**config.mk**
```make
export PLATFORM = sky130hd
export DESIGN_NAME = ex_mem_flag_stage_flat
export DESIGN_NICKNAME = d
export VERILOG_FILES = /design/src/rtl/ex_stage_pkg.sv /design/src/rtl/ex_mem_flag_stage_if.sv /design/src/rtl/ex_mem_flag_stage_flag_reg.sv /design/src/rtl/ex_mem_flag_stage.sv /design/src/flat_wrapper.sv
export SDC_FILE = /design/constraint.sdc
export NUM_CORES = 1
export LEC_CHECK = 0
export CELL_PAD_IN_SITES_DETAIL_PLACEMENT = 1
export CELL_PAD_IN_SITES_GLOBAL_PLACEMENT = 1
export CORE_ASPECT_RATIO = 1.4
export CORE_UTILIZATION = 31
export DETAILED_ROUTE_END_ITERATION = 7
export GPL_TIMING_DRIVEN = 0
export PLACE_DENSITY = 0.89
export SETUP_SLACK_MARGIN = 0.3
export SLEW_MARGIN = 15
export SYNTH_ARGS = -nofsm -noshare
export SYNTH_HDL_FRONTEND = slang
export SYNTH_SLANG_ARGS = --single-unit
```
**constraint.sdc**
```tcl
create_clock -name clk -period 2.7 [get_ports clk]
set_input_delay 0.405 -clock clk [delete_from_list [all_inputs] [get_ports clk]]
set_output_delay 0.405 -clock clk [all_outputs]
set_load 0.05 [all_outputs]
```
**src/rtl/ex_stage_pkg.sv**
```systemverilog
// Shared widths, branch-kind encoding and the forwarded beat layout for the EX/MEM stage.
package ex_stage_pkg;

    localparam int unsigned DATA_W = 32;
    localparam int unsigned RD_W   = 6;
    localparam int unsigned PC_W   = 32;

    typedef enum logic [1:0] {
        BR_NONE = 2'd0,
        BR_Z    = 2'd1,
        BR_N    = 2'd2,
        BR_J    = 2'd3
    } br_kind_e;

    typedef struct packed {
        logic [DATA_W-1:0] data;
        logic [RD_W-1:0]   rd;
        logic              reg_wr;
        logic              mem_rd;
        logic              mem_wr;
    } beat_t;

    // jmp dominates; a beat with both br_z and br_n classifies as BR_Z but
    // the condition evaluation still honours both flags.
    function automatic br_kind_e br_kind(input logic br_z, input logic br_n, input logic jmp);
        if (jmp)       return BR_J;
        else if (br_z) return BR_Z;
        else if (br_n) return BR_N;
        else           return BR_NONE;
    endfunction

endpackage

```
**src/rtl/ex_mem_flag_stage_if.sv**
```systemverilog
// Upstream/downstream handshake and flag/branch bus of the EX/MEM stage.
interface ex_mem_flag_stage_if #(
    parameter int unsigned DATA_W = ex_stage_pkg::DATA_W,
    parameter int unsigned RD_W   = ex_stage_pkg::RD_W,
    parameter int unsigned PC_W   = ex_stage_pkg::PC_W
);
    logic              in_valid;
    logic              in_ready;
    logic [DATA_W-1:0] alu_out;
    logic              alu_z;
    logic              alu_n;
    logic              flag_we;
    logic [RD_W-1:0]   rd;
    logic              reg_wr;
    logic              mem_rd;
    logic              mem_wr;
    logic              br_z;
    logic              br_n;
    logic              jmp;
    logic [PC_W-1:0]   br_target;
    logic              out_valid;
    logic              out_ready;
    logic [DATA_W-1:0] out_data;
    logic [RD_W-1:0]   out_rd;
    logic              out_reg_wr;
    logic              out_mem_rd;
    logic              out_mem_wr;
    logic              flag_z;
    logic              flag_n;
    logic              take_branch;
    logic [PC_W-1:0]   branch_pc;

    modport master (
        output in_valid, alu_out, alu_z, alu_n, flag_we, rd, reg_wr, mem_rd, mem_wr,
               br_z, br_n, jmp, br_target, out_ready,
        input  in_ready, out_valid, out_data, out_rd, out_reg_wr, out_mem_rd, out_mem_wr,
               flag_z, flag_n, take_branch, branch_pc
    );

    modport slave (
        input  in_valid, alu_out, alu_z, alu_n, flag_we, rd, reg_wr, mem_rd, mem_wr,
               br_z, br_n, jmp, br_target, out_ready,
        output in_ready, out_valid, out_data, out_rd, out_reg_wr, out_mem_rd, out_mem_wr,
               flag_z, flag_n, take_branch, branch_pc
    );

endinterface

```
**src/rtl/ex_mem_flag_stage_flag_reg.sv**
```systemverilog
// Architectural Z/N flag register with write enable and asynchronous clear.
module flag_reg (
    input  logic clk,
    input  logic reset,
    input  logic we,
    input  logic z_d,
    input  logic n_d,
    output logic z_q,
    output logic n_q
);

    always_ff @(posedge clk or posedge reset) begin
        if (reset) begin
            z_q <= 1'b0;
            n_q <= 1'b0;
        end else if (we) begin
            z_q <= z_d;
            n_q <= n_d;
        end
    end

endmodule

```
**src/rtl/ex_mem_flag_stage.sv**
```systemverilog
// EX/MEM pipeline register: captures ALU result, owns Z/N flags, resolves branches.
// Define EX_BRANCH_CNT_EN to add the br_taken_cnt taken-branch counter output.
module ex_mem_flag_stage #(
    parameter int unsigned DATA_W = ex_stage_pkg::DATA_W,
    parameter int unsigned RD_W   = ex_stage_pkg::RD_W,
    parameter int unsigned PC_W   = ex_stage_pkg::PC_W
) (
    input  logic                 clk,
    input  logic                 reset,
    ex_mem_flag_stage_if.slave   bus
`ifdef EX_BRANCH_CNT_EN
    ,
    output logic [31:0]          br_taken_cnt
`endif
);
    import ex_stage_pkg::*;

    br_kind_e kind;
    logic     is_branch;
    logic     cond;
    logic     accept;
    logic     take_next;
    logic     fz;
    logic     fn;

    assign kind      = br_kind(bus.br_z, bus.br_n, bus.jmp);
    assign is_branch = (kind != BR_NONE);
    // Condition uses the flags as stored before this edge.
    assign cond      = (kind == BR_J) | (bus.br_z & fz) | (bus.br_n & fn);

    // Stall while the downstream holds a beat, and squash the wrong-path beat during a redirect.
    assign bus.in_ready = (~bus.out_valid | bus.out_ready) & ~bus.take_branch;
    assign accept       = bus.in_valid & bus.in_ready;
    assign take_next    = accept & is_branch & cond;

    flag_reg u_flag_reg (
        .clk   (clk),
        .reset (reset),
        .we    (accept & ~is_branch & bus.flag_we),
        .z_d   (bus.alu_z),
        .n_d   (bus.alu_n),
        .z_q   (fz),
        .n_q   (fn)
    );

    assign bus.flag_z = fz;
    assign bus.flag_n = fn;

    always_ff @(posedge clk or posedge reset) begin
        if (reset) begin
            bus.out_valid   <= 1'b0;
            bus.out_data    <= '0;
            bus.out_rd      <= '0;
            bus.out_reg_wr  <= 1'b0;
            bus.out_mem_rd  <= 1'b0;
            bus.out_mem_wr  <= 1'b0;
            bus.take_branch <= 1'b0;
            bus.branch_pc   <= '0;
        end else begin
            bus.take_branch <= take_next;
            if (take_next) begin
                bus.branch_pc <= bus.br_target;
            end
            // Branch beats never load the payload; they leave a bubble downstream.
            if (accept && !is_branch) begin
                bus.out_valid  <= 1'b1;
                bus.out_data   <= bus.alu_out;
                bus.out_rd     <= bus.rd;
                bus.out_reg_wr <= bus.reg_wr;
                bus.out_mem_rd <= bus.mem_rd;
                bus.out_mem_wr <= bus.mem_wr;
            end else if (bus.out_ready) begin
                bus.out_valid  <= 1'b0;
            end
        end
    end

`ifdef EX_BRANCH_CNT_EN
    always_ff @(posedge clk or posedge reset) begin
        if (reset) begin
            br_taken_cnt <= '0;
        end else if (take_next) begin
            br_taken_cnt <= br_taken_cnt + 32'd1;
        end
    end
`endif

endmodule

```
**src/flat_wrapper.sv**
```systemverilog
// flat-port wrapper written by rule: the top's interface ports become plain ports
module ex_mem_flag_stage_flat import ex_stage_pkg::*;
#(
    parameter int unsigned DATA_W = ex_stage_pkg::DATA_W,
    parameter int unsigned RD_W   = ex_stage_pkg::RD_W,
    parameter int unsigned PC_W   = ex_stage_pkg::PC_W
)
  (clk, reset, bus_in_valid, bus_alu_out, bus_alu_z, bus_alu_n, bus_flag_we, bus_rd, bus_reg_wr, bus_mem_rd, bus_mem_wr, bus_br_z, bus_br_n, bus_jmp, bus_br_target, bus_out_ready, bus_in_ready, bus_out_valid, bus_out_data, bus_out_rd, bus_out_reg_wr, bus_out_mem_rd, bus_out_mem_wr, bus_flag_z, bus_flag_n, bus_take_branch, bus_branch_pc);
  ex_mem_flag_stage_if #(.DATA_W(DATA_W), .RD_W(RD_W), .PC_W(PC_W)) bus_i ();
  input  logic clk;
  input  logic reset;
  input wire logic [$bits(bus_i.in_valid)-1:0] bus_in_valid;
  input wire logic [$bits(bus_i.alu_out)-1:0] bus_alu_out;
  input wire logic [$bits(bus_i.alu_z)-1:0] bus_alu_z;
  input wire logic [$bits(bus_i.alu_n)-1:0] bus_alu_n;
  input wire logic [$bits(bus_i.flag_we)-1:0] bus_flag_we;
  input wire logic [$bits(bus_i.rd)-1:0] bus_rd;
  input wire logic [$bits(bus_i.reg_wr)-1:0] bus_reg_wr;
  input wire logic [$bits(bus_i.mem_rd)-1:0] bus_mem_rd;
  input wire logic [$bits(bus_i.mem_wr)-1:0] bus_mem_wr;
  input wire logic [$bits(bus_i.br_z)-1:0] bus_br_z;
  input wire logic [$bits(bus_i.br_n)-1:0] bus_br_n;
  input wire logic [$bits(bus_i.jmp)-1:0] bus_jmp;
  input wire logic [$bits(bus_i.br_target)-1:0] bus_br_target;
  input wire logic [$bits(bus_i.out_ready)-1:0] bus_out_ready;
  output wire logic [$bits(bus_i.in_ready)-1:0] bus_in_ready;
  output wire logic [$bits(bus_i.out_valid)-1:0] bus_out_valid;
  output wire logic [$bits(bus_i.out_data)-1:0] bus_out_data;
  output wire logic [$bits(bus_i.out_rd)-1:0] bus_out_rd;
  output wire logic [$bits(bus_i.out_reg_wr)-1:0] bus_out_reg_wr;
  output wire logic [$bits(bus_i.out_mem_rd)-1:0] bus_out_mem_rd;
  output wire logic [$bits(bus_i.out_mem_wr)-1:0] bus_out_mem_wr;
  output wire logic [$bits(bus_i.flag_z)-1:0] bus_flag_z;
  output wire logic [$bits(bus_i.flag_n)-1:0] bus_flag_n;
  output wire logic [$bits(bus_i.take_branch)-1:0] bus_take_branch;
  output wire logic [$bits(bus_i.branch_pc)-1:0] bus_branch_pc;
  assign bus_i.in_valid = bus_in_valid;
  assign bus_i.alu_out = bus_alu_out;
  assign bus_i.alu_z = bus_alu_z;
  assign bus_i.alu_n = bus_alu_n;
  assign bus_i.flag_we = bus_flag_we;
  assign bus_i.rd = bus_rd;
  assign bus_i.reg_wr = bus_reg_wr;
  assign bus_i.mem_rd = bus_mem_rd;
  assign bus_i.mem_wr = bus_mem_wr;
  assign bus_i.br_z = bus_br_z;
  assign bus_i.br_n = bus_br_n;
  assign bus_i.jmp = bus_jmp;
  assign bus_i.br_target = bus_br_target;
  assign bus_i.out_ready = bus_out_ready;
  assign bus_in_ready = bus_i.in_ready;
  assign bus_out_valid = bus_i.out_valid;
  assign bus_out_data = bus_i.out_data;
  assign bus_out_rd = bus_i.out_rd;
  assign bus_out_reg_wr = bus_i.out_reg_wr;
  assign bus_out_mem_rd = bus_i.out_mem_rd;
  assign bus_out_mem_wr = bus_i.out_mem_wr;
  assign bus_flag_z = bus_i.flag_z;
  assign bus_flag_n = bus_i.flag_n;
  assign bus_take_branch = bus_i.take_branch;
  assign bus_branch_pc = bus_i.branch_pc;
  ex_mem_flag_stage #(.DATA_W(DATA_W), .RD_W(RD_W), .PC_W(PC_W)) u_core (.clk(clk), .reset(reset), .bus(bus_i));
endmodule
```
After elaboration in Yosys (flattened, before gate mapping)
Index checks and enable logic that the tools add are counted.
{ "classes": {"addsub": 0, "mul": 0, "n_div": 0, "order_cmp": 0, "n_eq_ne": 1, "shifts": 0, "mux": 5, "n_bitwise": 14, "n_reduce_logical": 4} }
{ "ops": {"columns": ["op", "n"], "rows": [
  ["$and A1 B1 Y1", 8],
  ["$mux W2", 3],
  ["$reduce_bool A2 Y1", 2],
  ["$not A1 Y1", 3],
  ["$or A1 B1 Y1", 3],
  ["$eq A2 B2 Y1 const B", 1],
  ["$mux W1", 2],
  ["$logic_and A1 B1 Y1", 1],
  ["$logic_not A1 Y1", 1]
]} }
{ "word_totals": {"register_bits": 77, "latchBits": 0, "ramBits": 0, "romBits": 0, "memories": 0} }

Depth between registers and ports, before layout
{ "logic_depth": {"depth_word": 7, "depth_mapped": 5} }

Cells and area by module
Synthesis repeated with hierarchy kept, for this count alone.
{ "hier_totals": {"cells_unflattened": 172, "hier_area_um2": 3136.8} }
{ "modules_own_cells": {"columns": ["mod", "instances", "cells_per_inst", "area_each_um2"], "rows": [
  ["ex_mem_flag_stage", 1, 167, 3060.4],
  ["flag_reg", 1, 5, 76.3]
]} }

Least setup slack after synthesis
OpenSTA, ideal clock, no wires.
{ "synth_path": {"kind": "register -> output", "start": "register u_core.bus.out_valid", "end": "output port bus_in_ready", "arrival_ps": 1491, "required_ps": 2295, "slack_ps": 804, "stages_incl_launch_ff": 3, "n_path_buf": 0, "path_cell_list": "dfrtp_1 -> nand2b_1 -> nor2b_1"} }
{ "synth_via": {"elab_chain_cells": 3} }
{ "synth_rtl": {"columns": ["element", "line", "text"], "rows": [
  ["start, declared", "ex_mem_flag_stage_if.sv:43", "output in_ready, out_valid, out_data, out_rd, out_reg_wr, out_mem_rd, out_mem_wr,"],
  ["start signal, assigned", "ex_mem_flag_stage.sv:51", "bus.out_valid <= 1'b0;"],
  ["start signal, assigned", "ex_mem_flag_stage.sv:66", "bus.out_valid <= 1'b1;"],
  ["start signal, assigned", "ex_mem_flag_stage.sv:73", "bus.out_valid <= 1'b0;"],
  ["$not A1 Y1", "ex_mem_flag_stage.sv:32", "assign bus.in_ready = (~bus.out_valid | bus.out_ready) & ~bus.take_branch;"],
  ["$or A1 B1 Y1", "ex_mem_flag_stage.sv:32", null],
  ["$and A1 B1 Y1", "ex_mem_flag_stage.sv:32", null],
  ["end, declared", "flat_wrapper.sv:26", "output wire logic [$bits(bus_i.in_ready)-1:0] bus_in_ready;"]
]} }
No other way between the ends.

Worst setup path after layout
{ "layout_path": {"start": "input port bus_out_ready", "end": "output port bus_in_ready"} }
{ "layout_via": {"elab_chain_cells": 2} }
{ "layout_rtl": {"columns": ["element", "line", "text"], "rows": [
  ["start, declared", "flat_wrapper.sv:25", "input wire logic [$bits(bus_i.out_ready)-1:0] bus_out_ready;"],
  ["$or A1 B1 Y1", "ex_mem_flag_stage.sv:32", null],
  ["$and A1 B1 Y1", "ex_mem_flag_stage.sv:32", null]
]} }
No other way between the ends.

==> impl_summary.log <==
INFO  metric status = completed
INFO  metric routed_via_density = 4.58
INFO  metric async_flop_share = 100%
INFO  metric chipWidth = 85.6 um
INFO  metric standard_cell_row_count = 42
INFO  metric powerDensity = 992 nW/um2
INFO  metric worst_r2r_path_depth = 5
INFO  metric ys_seq_elements = 77
INFO  metric hpwl = 6300 um
INFO  metric port_buffers = 160
INFO  metric timing.final.crit_period = 2.19 ns
INFO  metric cts-buffers-inserted = 9
INFO  metric synthesis.area = 3030 um2
INFO  metric fin_skew = 0.00566 ns
INFO  metric seqCellArea = 1930 um2
INFO  metric grt_antenna_before_repair = 0
INFO  metric cts.hold.buffers_added = 0
INFO  metric maxSlewHeadroom = 62.6%
INFO  metric track_usage = 16.9%
INFO  metric synth.top_cell.area_share = 63.6%
INFO  metric dp_cells = 441
INFO  metric synth_commonest_cells = sky130_fd_sc_hd__dfrtp_1, sky130_fd_sc_hd__mux2_2, sky130_fd_sc_hd__mux2_4
INFO  metric slew_violations = 0
INFO  metric post-route-drc-count = 0
INFO  metric syn-instance-count = 170
INFO  metric setup.worst_path.end_class = primary output
INFO  metric timing.critical_path.arrival = 1.79 ns
INFO  metric final.period_utilization = 81.1%
INFO  metric syn_avg_cell_area = 17.8 um2
INFO  metric cts-htree-levels = 3
INFO  metric clock-sinks = 77
INFO  metric layout-drive-gt1-share = 28.2%
INFO  metric start_util = 32.0%
INFO  metric synth_edf_count = 0
INFO  metric max_slew.worst_pin.slew = 0.559 ns
INFO  metric rsz0062_at_grt = no
INFO  metric timing.reg2reg.setup_slack = 1.06 ns
INFO  metric root_buffer = sky130_fd_sc_hd__clkbuf_16
INFO  metric wl_per_cell = 18.1 um
INFO  metric fin_nets = 425
INFO  metric nFillCells = 918
INFO  metric y_dimension_of_the_die = 119 um
INFO  metric pin_count = 161
INFO  metric worst_setup_path_start_kind = primary input
INFO  metric finalWirelength = 8260 um
INFO  metric ys_types = 15
INFO  metric global_route.overflow_total = 0
INFO  metric timing.final.ws_setup = 0.510 ns
INFO  metric peakVddDrop = 0.504 mV
INFO  metric r2r_end = u_core.bus.branch_pc[12]
INFO  metric synthesis.nets = 253
INFO  metric synth_area_leader_cell = sky130_fd_sc_hd__dfrtp_1
INFO  metric first_global_vias = 2422
INFO  metric drt_pass_1_iters = 3
INFO  metric fin_setup_tns = 0 ns
INFO  metric synthMostInstantiatedCell = sky130_fd_sc_hd__dfrtp_1
INFO  metric largest_net_degree_at_the_start_of_global_routing = 51
INFO  metric place_worst_setup_slack = 0.265 ns
INFO  metric global_route_wire_length_before_repair = 12700 um
INFO  metric drt-initial-drc-count = 43
INFO  metric antenna_viol_nets_final = 0
INFO  metric drv.max_cap_violation_count = 0
INFO  metric multiInputGateArea = 1010 um2
INFO  metric vias = 2092
INFO  metric design.core.area = 9460 um2
INFO  metric tritoncts = yes
INFO  metric routabilityCongestion = 0.672
INFO  metric clk_transition_reported_paths = 0.06 ns
INFO  metric syn2layout_area_growth = 68.0%
INFO  metric hold_violations = 0
INFO  metric final-setup-viol-count = 0
INFO  metric maximum_clock_rate = 457 MHz
INFO  metric diodes_inserted = 0
INFO  metric worstSkewPairLatency = 0.33 ns
INFO  metric yosysWarningCount = 0
INFO  metric die_area = 10200 um2
INFO  metric ys_top_cells_by_area = sky130_fd_sc_hd__dfrtp_1, sky130_fd_sc_hd__mux2_2, sky130_fd_sc_hd__mux2_4, sky130_fd_sc_hd__buf_12, sky130_fd_sc_hd__buf_2
INFO  metric whs = 0.425 ns
INFO  metric worstHoldPathType = primary input to asynchronous set/reset pin
INFO  metric layout.cells.non_filler = 457
INFO  metric rr_startpoint = u_core.u_flag_reg.z_q
INFO  metric synth_flop_cell = sky130_fd_sc_hd__dfrtp_1
INFO  metric criticalPathCategory = primary input to primary output
INFO  metric synth_seq_area_share = 63.6%
INFO  metric critPathRequiredTime = 2.30 ns
INFO  metric leakage_power = 2.19 nW
INFO  metric crit_fanout = 5
INFO  metric cts_buffer_depth = 2
## timing repair
action                                  4_1_cts  5_1_grt
endpoints found under the setup margin        1        0
gates resized for setup                       1        0
buffers inserted                              0        0
## stage by stage
stage	area (um2)	power (W)	utilization (%)
2_1_floorplan	3030	0.00307	-
3_3_place_gp	4770	0.00385	50.4
5_1_grt	5090	0.00524	53.8
3_5_place_dp	4800	0.00392	50.7
4_1_cts	5090	0.00511	53.8
6_report	5090	0.00505	53.8
## placed cells by master, fill, tap and decap left out, drive strengths merged
cell,count
a221o,1
and3,1
buf,9
clkbuf,16
clkdlybuf4s50,159
dfrtp,77
dlygate4sd2,1
inv,1
mux2,75
nand2,1
nand2b,1
nand3,1
nand4,1
nor2b,2
nor3,1
## worst max-delay path by stage
stage | start | endpoint | slack [ns] | depth (start not counted)
after detailed placement | bus_out_ready | bus_in_ready | 0.26 | 4
final | bus_out_ready | bus_in_ready | 0.51 | 4
after floorplan | reset | u_core.bus.branch_pc[0] | 0.33 | 1
after global routing | bus_out_ready | bus_in_ready | 0.44 | 4
after global placement | reset | u_core.bus.branch_pc[19] | -0.91 | 2
after CTS | bus_out_ready | bus_in_ready | 0.50 | 4
## power by group
part | switching [W] | leakage, nW | internal (W)
clock | 0.000438 | 0.143 | 0.000724
sequential | 0.000164 | 0.920 | 0.00145
combinational | 0.00137 | 1.13 | 0.000902
total | 0.00198 | 2.19 | 0.00308
## critical path: stages
cell and delay [ns]:
sky130_fd_sc_hd__clkdlybuf4s50_1 0.44, sky130_fd_sc_hd__nand2b_1 0.18, sky130_fd_sc_hd__nor2b_1 0.19, sky130_fd_sc_hd__dlygate4sd2_1 0.56
## kinds of logic (layout without fill, tap and decap cells)
kind of cell    count (synthesis)  count (layout)  synth area share [%]
mux                            75              75                  31.5
flops                          77              77                  63.6
simple gates                    8               8                  1.49
compound gates                  1               1                 0.330
buf+inv                         9             186                  3.14
## registers in the layout (all words and copies together), names as in the netlist
signal and cells:
u_core.bus.out_reg_wr 1, u_core.bus.out_valid 1, u_core.u_flag_reg.z_q 1, u_core.bus.out_rd 6, u_core.bus.out_mem_rd 1, u_core.bus.branch_pc 32, u_core.u_flag_reg.n_q 1, u_core.bus.out_mem_wr 1
u_core.bus.take_branch 1, u_core.bus.out_data 32
## layer usage
layer,GRT usage (%),up-vias,routed length [um]
met5,0,-,0
met4,8.85,0,190
met3,4.92,12,524
met2,30.5,90,4660
met1,17.4,1045,2880
li1,-,945,-
## final cells by class
cell class,instances,share of cell area (%)
Buffer,8,1.79
Clock buffer,16,5.73
Inverter,1,0.123
Multi-Input combinational cell,84,19.8
Sequential cell,77,37.9
Tap cell,110,2.70
Timing Repair Buffer,161,32.0
Power figures use the tool's default switching activity.
